File: src/rtl/jtag_pkg.sv
// jtag_pkg: TAP state encoding, instruction constants and the TAP next-state function
package jtag_pkg;
  typedef enum logic [3:0] {
    EX2DR   = 4'h0,
    EX1DR   = 4'h1,
    SHDR    = 4'h2,
    PAUSEDR = 4'h3,
    SELIR   = 4'h4,
    UPDDR   = 4'h5,
    CAPDR   = 4'h6,
    SELDR   = 4'h7,
    EX2IR   = 4'h8,
    EX1IR   = 4'h9,
    SHIR    = 4'hA,
    PAUSEIR = 4'hB,
    RTI     = 4'hC,
    UPDIR   = 4'hD,
    CAPIR   = 4'hE,
    TLR     = 4'hF
  } tap_state_t;
  localparam logic [31:0] IR_IDCODE = 32'd1;
  localparam logic [31:0] IR_BYPASS = '1;
  function automatic tap_state_t tap_next(input tap_state_t s, input logic tms);
    case (s)
      TLR:     tap_next = tms ? TLR   : RTI;
      RTI:     tap_next = tms ? SELDR : RTI;
      SELDR:   tap_next = tms ? SELIR : CAPDR;
      CAPDR:   tap_next = tms ? EX1DR : SHDR;
      SHDR:    tap_next = tms ? EX1DR : SHDR;
      EX1DR:   tap_next = tms ? UPDDR : PAUSEDR;
      PAUSEDR: tap_next = tms ? EX2DR : PAUSEDR;
      EX2DR:   tap_next = tms ? UPDDR : SHDR;
      UPDDR:   tap_next = tms ? SELDR : RTI;
      SELIR:   tap_next = tms ? TLR   : CAPIR;
      CAPIR:   tap_next = tms ? EX1IR : SHIR;
      SHIR:    tap_next = tms ? EX1IR : SHIR;
      EX1IR:   tap_next = tms ? UPDIR : PAUSEIR;
      PAUSEIR: tap_next = tms ? EX2IR : PAUSEIR;
      EX2IR:   tap_next = tms ? UPDIR : SHIR;
      UPDIR:   tap_next = tms ? SELDR : RTI;
      default: tap_next = TLR;
    endcase
  endfunction
endpackage

File: src/rtl/jtag_tap_fsm.sv
// jtag_tap_fsm: 16-state TAP controller advanced by the TCK rising-edge strobe
//   clock/reset : system clock, async active-high reset
//   i_step      : TCK rising-edge strobe
//   i_tms       : synchronized TMS aligned to the strobe
//   i_trst      : synchronized test reset, forces Test-Logic-Reset
//   o_state     : current TAP state
module jtag_tap_fsm
  import jtag_pkg::*;
(
  input  logic       clock,
  input  logic       reset,
  input  logic       i_step,
  input  logic       i_tms,
  input  logic       i_trst,
  output logic [3:0] o_state
);
  tap_state_t r_state;
  always_ff @(posedge clock or posedge reset)
    if (reset) r_state <= TLR;
    else if (i_trst) r_state <= TLR;
    else if (i_step) r_state <= tap_next(r_state, i_tms);
  assign o_state = r_state;
endmodule

File: src/rtl/jtag_tap_oversampled.sv
// jtag_tap_oversampled: JTAG TAP responder oversampling all pins in the system clock domain
//   clock/reset                 : system clock, async active-high reset
//   jtag_TCK/TMS/TDI/TRSTn      : host-driven JTAG pins, sampled as data
//   jtag_TDO_data/TDO_driven    : TDO value and its valid flag (Shift-IR / Shift-DR)
//   user_capture_value          : loaded into USER at Capture-DR
//   user_update_valid/bits      : one-cycle pulse with USER contents at Update-DR
//   ir_value, tap_state         : current instruction and TAP state
module jtag_tap_oversampled
  import jtag_pkg::*;
#(
  parameter int                  IR_WIDTH      = 5,
  parameter logic [31:0]         IDCODE_VALUE  = 32'h00000001,
  parameter int                  USER_DR_WIDTH = 32,
  parameter logic [IR_WIDTH-1:0] USER_INSTR    = 5'h10,
  parameter int                  SYNC_STAGES   = 2
) (
  input  logic                     clock,
  input  logic                     reset,
  input  logic                     jtag_TCK,
  input  logic                     jtag_TMS,
  input  logic                     jtag_TDI,
  input  logic                     jtag_TRSTn,
  output logic                     jtag_TDO_data,
  output logic                     jtag_TDO_driven,
  input  logic [USER_DR_WIDTH-1:0] user_capture_value,
  output logic                     user_update_valid,
  output logic [USER_DR_WIDTH-1:0] user_update_bits,
  output logic [IR_WIDTH-1:0]      ir_value,
  output logic [3:0]               tap_state
);
  localparam logic [IR_WIDTH-1:0] IR_ID = IR_WIDTH'(IR_IDCODE);
  logic [SYNC_STAGES-1:0]   r_tck_s, r_tms_s, r_tdi_s, r_trstn_s;
  logic                     r_tck_prev;
  logic [IR_WIDTH-1:0]      r_ir, r_ir_sr;
  logic [31:0]              r_id_sr;
  logic [USER_DR_WIDTH-1:0] r_user_sr, r_upd_bits;
  logic                     r_bypass, r_tdo, r_tdo_drv, r_upd_valid;
  logic                     w_tck, w_tms, w_tdi, w_trst, w_rise, w_fall;
  logic                     w_sel_id, w_sel_user, w_tdo_next;
  logic [3:0]               w_state_bits;
  tap_state_t               w_state;
  // TMS/TDI take the same synchronizer depth as TCK so they stay aligned to its edges
  always_ff @(posedge clock or posedge reset)
    if (reset) begin
      r_tck_s    <= '0;
      r_tms_s    <= '1;
      r_tdi_s    <= '0;
      r_trstn_s  <= '1;
      r_tck_prev <= 1'b0;
    end else begin
      r_tck_s    <= {r_tck_s[SYNC_STAGES-2:0], jtag_TCK};
      r_tms_s    <= {r_tms_s[SYNC_STAGES-2:0], jtag_TMS};
      r_tdi_s    <= {r_tdi_s[SYNC_STAGES-2:0], jtag_TDI};
      r_trstn_s  <= {r_trstn_s[SYNC_STAGES-2:0], jtag_TRSTn};
      r_tck_prev <= r_tck_s[SYNC_STAGES-1];
    end
  assign w_tck  = r_tck_s[SYNC_STAGES-1];
  assign w_tms  = r_tms_s[SYNC_STAGES-1];
  assign w_tdi  = r_tdi_s[SYNC_STAGES-1];
  assign w_trst = ~r_trstn_s[SYNC_STAGES-1];
  assign w_rise = w_tck & ~r_tck_prev & ~w_trst;
  assign w_fall = ~w_tck & r_tck_prev & ~w_trst;
  jtag_tap_fsm u_fsm (
    .clock   (clock),
    .reset   (reset),
    .i_step  (w_rise),
    .i_tms   (w_tms),
    .i_trst  (w_trst),
    .o_state (w_state_bits)
  );
  assign w_state    = tap_state_t'(w_state_bits);
  assign w_sel_id   = r_ir == IR_ID;
  assign w_sel_user = (r_ir == USER_INSTR) & ~w_sel_id;
  assign w_tdo_next = (w_state == SHIR) ? r_ir_sr[0] :
                      w_sel_id          ? r_id_sr[0] :
                      w_sel_user        ? r_user_sr[0] : r_bypass;
  // Capture/update actions belong to the state being left on the rising strobe
  always_ff @(posedge clock or posedge reset)
    if (reset) begin
      r_ir        <= IR_ID;
      r_ir_sr     <= '0;
      r_id_sr     <= '0;
      r_user_sr   <= '0;
      r_bypass    <= 1'b0;
      r_tdo       <= 1'b0;
      r_tdo_drv   <= 1'b0;
      r_upd_valid <= 1'b0;
      r_upd_bits  <= '0;
    end else begin
      r_upd_valid <= 1'b0;
      if (w_trst) begin
        r_ir      <= IR_ID;
        r_tdo_drv <= 1'b0;
      end else begin
        if (w_state == TLR) r_ir <= IR_ID;
        if (w_rise)
          case (w_state)
            CAPIR: r_ir_sr <= IR_WIDTH'(1);
            SHIR:  r_ir_sr <= {w_tdi, r_ir_sr[IR_WIDTH-1:1]};
            UPDIR: r_ir <= r_ir_sr;
            CAPDR:
              if (w_sel_id) r_id_sr <= IDCODE_VALUE;
              else if (w_sel_user) r_user_sr <= user_capture_value;
              else r_bypass <= 1'b0;
            SHDR:
              if (w_sel_id) r_id_sr <= {w_tdi, r_id_sr[31:1]};
              else if (w_sel_user) r_user_sr <= {w_tdi, r_user_sr[USER_DR_WIDTH-1:1]};
              else r_bypass <= w_tdi;
            UPDDR:
              if (w_sel_user) begin
                r_upd_valid <= 1'b1;
                r_upd_bits  <= r_user_sr;
              end
            default: ;
          endcase
        if (w_fall) begin
          r_tdo     <= w_tdo_next;
          r_tdo_drv <= (w_state == SHIR) | (w_state == SHDR);
        end
      end
    end
  assign jtag_TDO_data     = r_tdo;
  assign jtag_TDO_driven   = r_tdo_drv;
  assign user_update_valid = r_upd_valid;
  assign user_update_bits  = r_upd_bits;
  assign ir_value          = r_ir;
  assign tap_state         = w_state_bits;
endmodule

File: config.mk
export PLATFORM = sky130hd
export DESIGN_NAME = jtag_tap_oversampled
export DESIGN_NICKNAME = d
export VERILOG_FILES = /design/src/rtl/jtag_pkg.sv /design/src/rtl/jtag_tap_fsm.sv /design/src/rtl/jtag_tap_oversampled.sv
export SDC_FILE = /design/constraint.sdc
export NUM_CORES = 1
export LEC_CHECK = 0
export ABC_AREA = 0
export BUFFER_PORTS_ARGS = -buffer_cell sky130_fd_sc_hd__buf_2
export CELL_PAD_IN_SITES_DETAIL_PLACEMENT = 2
export CELL_PAD_IN_SITES_GLOBAL_PLACEMENT = 2
export CORE_MARGIN = 3
export CORE_UTILIZATION = 37
export CTS_CLUSTER_DIAMETER = 150
export DETAILED_ROUTE_END_ITERATION = 8
export PLACE_DENSITY = 0.81
export SYNTH_ARGS = -nofsm -noshare
export SYNTH_HDL_FRONTEND = slang
export SYNTH_SLANG_ARGS = --single-unit
export TNS_END_PERCENT = 100
File: constraint.sdc
create_clock -name clock -period 5.2 [get_ports clock]
set_input_delay 1.56 -clock clock [delete_from_list [all_inputs] [get_ports clock]]
set_output_delay 1.56 -clock clock [all_outputs]
set_load 0.01 [all_outputs]
# Word-level counts from Yosys, hierarchy flattened
# Index checks and enable logic that the tools add are counted.
# word_totals
register_bits	123
inputBits	38
word_cells	105
# classes
eq_ne	27
muxes	42
bitwise_logic	9
n_reduce_logical	12
# ops
operator	count
$mux 32	6
$pmux 32 s2	2
$pmux 4 s12	1
$eq 4x4->1 const B	8
$mux 5	4
$eq 4x3->1 const B	4
$ne 2x2->1 const B	8
$mux 1	14
$reduce_and 7->1	2
$mux 2	6
$mux 3	4
$mux 4	3
$pmux 5 s2	1
$eq 4x2->1 const B	2
$and 1x1->1	5
$eq 5x1->1 const B	1
$eq 5x5->1 const B	1
$reduce_and 5->1	1
$eq 4x1->1 const B	1
$logic_not 4->1	1
$ne 2x1->1 const B	2
$reduce_and 4->1	1
$reduce_bool 2->1	2
$reduce_or 2->1	2
6 further kinds	8

# Logic depth before layout (Yosys ltp)
# depth
ltp_word	7
mapped_depth	7
ltp_nobuf	4

# Modules after synthesis
# Synthesis repeated with hierarchy kept, for this count alone.
# unflattened
hier_cells	456
area_unflattened_um2	5238.8
# modules_own_cells
module	n_inst	cells_per_inst	area_each_um2	seq_area_each_um2
jtag_tap_oversampled	1	427	4966.0	2984.1
jtag_tap_fsm	1	29	272.8	105.1

# Worst setup path before layout
# OpenSTA, ideal clock, no wires.
# synth_timing
path_kind	flip-flop to output port
start	reg r_ir[0] (netlist: ir_value[0])
end	out ir_value[0]
arrival_time_ns	0.561
path_slack_ns	3.079
stages_incl_launch_ff	1
cell_sequence	dfstp_2
# synth_rtl
element	line_no	text
from (decl)	jtag_tap_oversampled.sv:34	logic [IR_WIDTH-1:0] r_ir, r_ir_sr;
from (signal assigned)	jtag_tap_oversampled.sv:100	UPDIR: r_ir <= r_ir_sr;
to (decl)	jtag_tap_oversampled.sv:28	output logic [IR_WIDTH-1:0] ir_value,
# No word-level cell between the ends.

# Worst setup path in the final report
# layout_timing
start	reg u_fsm.r_state[0] (netlist: u_fsm.o_state[0])
end	out tap_state[0]
# layout_rtl
element	line_no	text
from (decl)	jtag_tap_fsm.sv:17	tap_state_t r_state;
from (signal assigned)	jtag_tap_fsm.sv:21	else if (i_step) r_state <= tap_next(r_state, i_tms);
to (decl)	jtag_tap_oversampled.sv:29	output logic [3:0] tap_state
# No word-level cell between the ends.

==> run metrics <==
Synth Net Count=between 400 and 500; Worst Skew=19.9 ps; DP HPWL=8410 um; unrepaired setup endpoints after global routing=no; LEAKAGE=2.84 nW; critical path buffer and inverter count=1; Mean Syn Cell Area=11.3 um^2; cells after synthesis=461; Post-CTS Setup Inserts=0; DRT Wirelength=15100 um; IO Pins=82; Power, Total=2.21 mW; Distinct cells, synth=40; vias in the first global route=4287; chip height=125 um; initial antenna violation count=3; DIE AREA=0.0155 mm^2; number of synthesized flops with an enable pin=0; CTS Buf Count=17; critical path class=flop to primary output; remaining antenna violation count=0; worst hold path endpoint=r_trstn_s[1]; crit-path leading delay family=flip-flops; Layout Nets=576; crit path time final=2890 ps; endpoint class of the critical path=primary output; Slew Limit Fails=0; Hold Crit Start=r_trstn_s[0]; Critical R2R Launch=u_fsm.o_state[1]; Pwr Density=352 mW/mm^2; CTS Root Cell=clkbuf_16; Die W=125 um; FILL cells=~1400; Area after DPL=0.00571 mm^2; layout cells sized above 1=30.5%; Layout area overhead=20.7%; DR WL/cell=20.7 um; Synthesis Warnings=0; CTS tree=yes; top_reg_cell synth=dfrtp_1; sequential area share after synthesis=around three fifths; CP required=3640 ps; Hold Slack=about 360 ps; Startpoint Class=flop; Clk pwr share=52.2%; Port-buffer cells=between 80 and 90; number of clock sinks=around 120; period utilization=between 50% and 60%; Sw Pwr=549 uW; pin count of the biggest net entering global routing=65; final instance area=0.00628 mm^2; slew margin rel.=36.0%; Net Sw Frac=24.8%; Peak supply drop=0.000241 V; Critical Path, Cell by Cell=buf_2; worst hold path depth=0; Setup WS pre-CTS=roughly 2500 ps; DRT iter0 DRCs=around 200; FF+latch count, synth=roughly 120; Max clock buf depth=2; worst r2r path cells=5; max incr delay on CP=700 ps; gr usage total=19.9%; status=complete, no violations; Internal=approximately 1.7 mW; GRT overflow=0; reg2reg end=r_user_sr[4]; Worst path depth=1; Starting Density=roughly two fifths; total number of vias=3813; Core Area=between 0.01 and 0.015 mm^2; final setup violation count=0; Max Cap Viol=0; setup TNS=0 ps; Final Hold Viols=0; Syn Std Cell Area=0.00520 mm^2; R2R Setup Slk=2710 ps; combinational share of power=between 3 and 4%; Critical Path AT=1330 ps; Remaining DRCs=0; Max Fclk=~350 MHz; Worst Tran Pin Value=960 ps; CP Max Fanout=15; CP max stage cell=dfstp_2; Placer Congestion=0.766; Seq pwr share=~45%; clock latency on the worst-skew pair=between 400 and 500 ps; Pre-antenna DRT Iters=4; worst path setup slack after routing=2310 ps; HP Class=flop to flop; Hold-fix buffers, CTS=0; first-pass GRT wire length=24200 um; vias per cell=approximately 5.2; post_cts resized=0; CTS clk-pin slew, worst paths=60 ps; H-Tree Depth=4; ys async rst share=100%; Cell Rows=between 40 and 50
placed cells by master (no fill, tap or decap), types with 5 or more instances in the layout:
cell type / n
nand2b_1: 5
dfstp_2: 9
dfrtp_1: 114
a21oi_1: 35
mux2_2: 33
o21ai_0: 39
buf_4: 6
clkbuf_16: 17
mux2i_1: 36
nor2b_1: 8
inv_6: 6
nor2_1: 35
buf_2: 81
and2_1: 5
nand2_1: 71
cells by family after synthesis:
kind of cell	Yosys count	share of synthesized area (%)
compound gates	90	9.66
mux	70	14.3
buf+inv	33	3.58
simple gates	145	13.1
flops	123	59.4
final cells by class:
cell class | instances | area, um^2 | share of cell area (%)
diodes | 1 | 2.50 | 0.0398
multi-input cells | 305 | 1940 | 30.8
repair buffers | 87 | 450 | 7.17
inverters | 4 | 17.5 | 0.279
flip-flops and latches | 123 | 3090 | 49.2
clock buffers | 18 | 429 | 6.83
well taps | 176 | 220 | 3.50
clock inverters | 14 | 138 | 2.19
synth_stat cells (2+ instances only):
cell type  count  area [um^2]
nand4_1        4         25.0
nand2b_1       5         31.3
buf_2         11         55.1
nand2_1       71          267
o21ai_0       39          195
and4bb_2       2         25.0
dfstp_2        9          236
nand3_1        3         15.0
buf_6          6         67.6
a21oi_1       35          175
nor3_4         2         32.5
inv_1          4         15.0
mux2_2        33          372
a22o_1         4         35.0
clkbuf_1      11         41.3
o211ai_1       2         15.0
a21o_1         2         15.0
nor2_1        35          131
and3b_1        2         17.5
dfrtp_1      114         2850
mux2i_1       36          360
and2_1         5         31.3
nor2b_1        8         50.1
a21boi_0       2         15.0
registers in the layout, summed over array words and instances (netlist names), 2 cells and up:
register          cells
ir_value              5
r_id_sr              32
r_ir_sr               5
r_tck_s               2
r_tdi_s               2
r_tms_s               2
r_trstn_s             2
r_user_sr            32
u_fsm.o_state         4
user_update_bits     32
stage by stage:
| stage | util, % | cells |
|---|---|---|
| 2_1_floorplan | - | 461 |
| 3_3_place_gp | 42.3 | 695 |
| 6_report | 46.5 | 728 |
| 5_1_grt | 46.5 | 728 |
| 3_5_place_dp | 42.3 | 695 |
| 4_1_cts | 46.5 | 727 |
power groups by stage:
| stage | Clock [mW] | Sequential (mW) | Combinational [mW] |
|---|---|---|---|
| 2_1_floorplan | 0 | 0.994 | 0.0437 |
| 3_3_place_gp | 0 | 1.00 | 0.0689 |
| 3_5_place_dp | 0 | 1.00 | 0.0722 |
| 4_1_cts | 1.18 | 0.985 | 0.0752 |
| 5_1_grt | 1.23 | 0.987 | 0.0827 |
| 6_report | 1.16 | 0.986 | 0.0729 |
routing by layer:
metal  up-vias  GRT usage (%)  share of wire, %  routed length, um
li1       1756              -                 -                  -
met1      1927           24.2                43               6410
met2        90           33.1                50               7600
met3        36           6.13               4.4                662
met4         4           7.61               2.5                377
met5         -              0              0.14                 21
worst max-delay path by stage:
stage	from	endpoint	slack [ps]
2_1_floorplan	reset	ir_value[1]	380
3_3_place_gp	reset	user_update_bits[11]	2550
3_5_place_dp	reset	r_tms_s[1]	2500
4_1_cts	u_fsm.o_state[0]	tap_state[0]	2310
5_1_grt	u_fsm.o_state[0]	tap_state[0]	2270
6_report	u_fsm.o_state[0]	tap_state[0]	2310
Power figures use the tool's default switching activity.
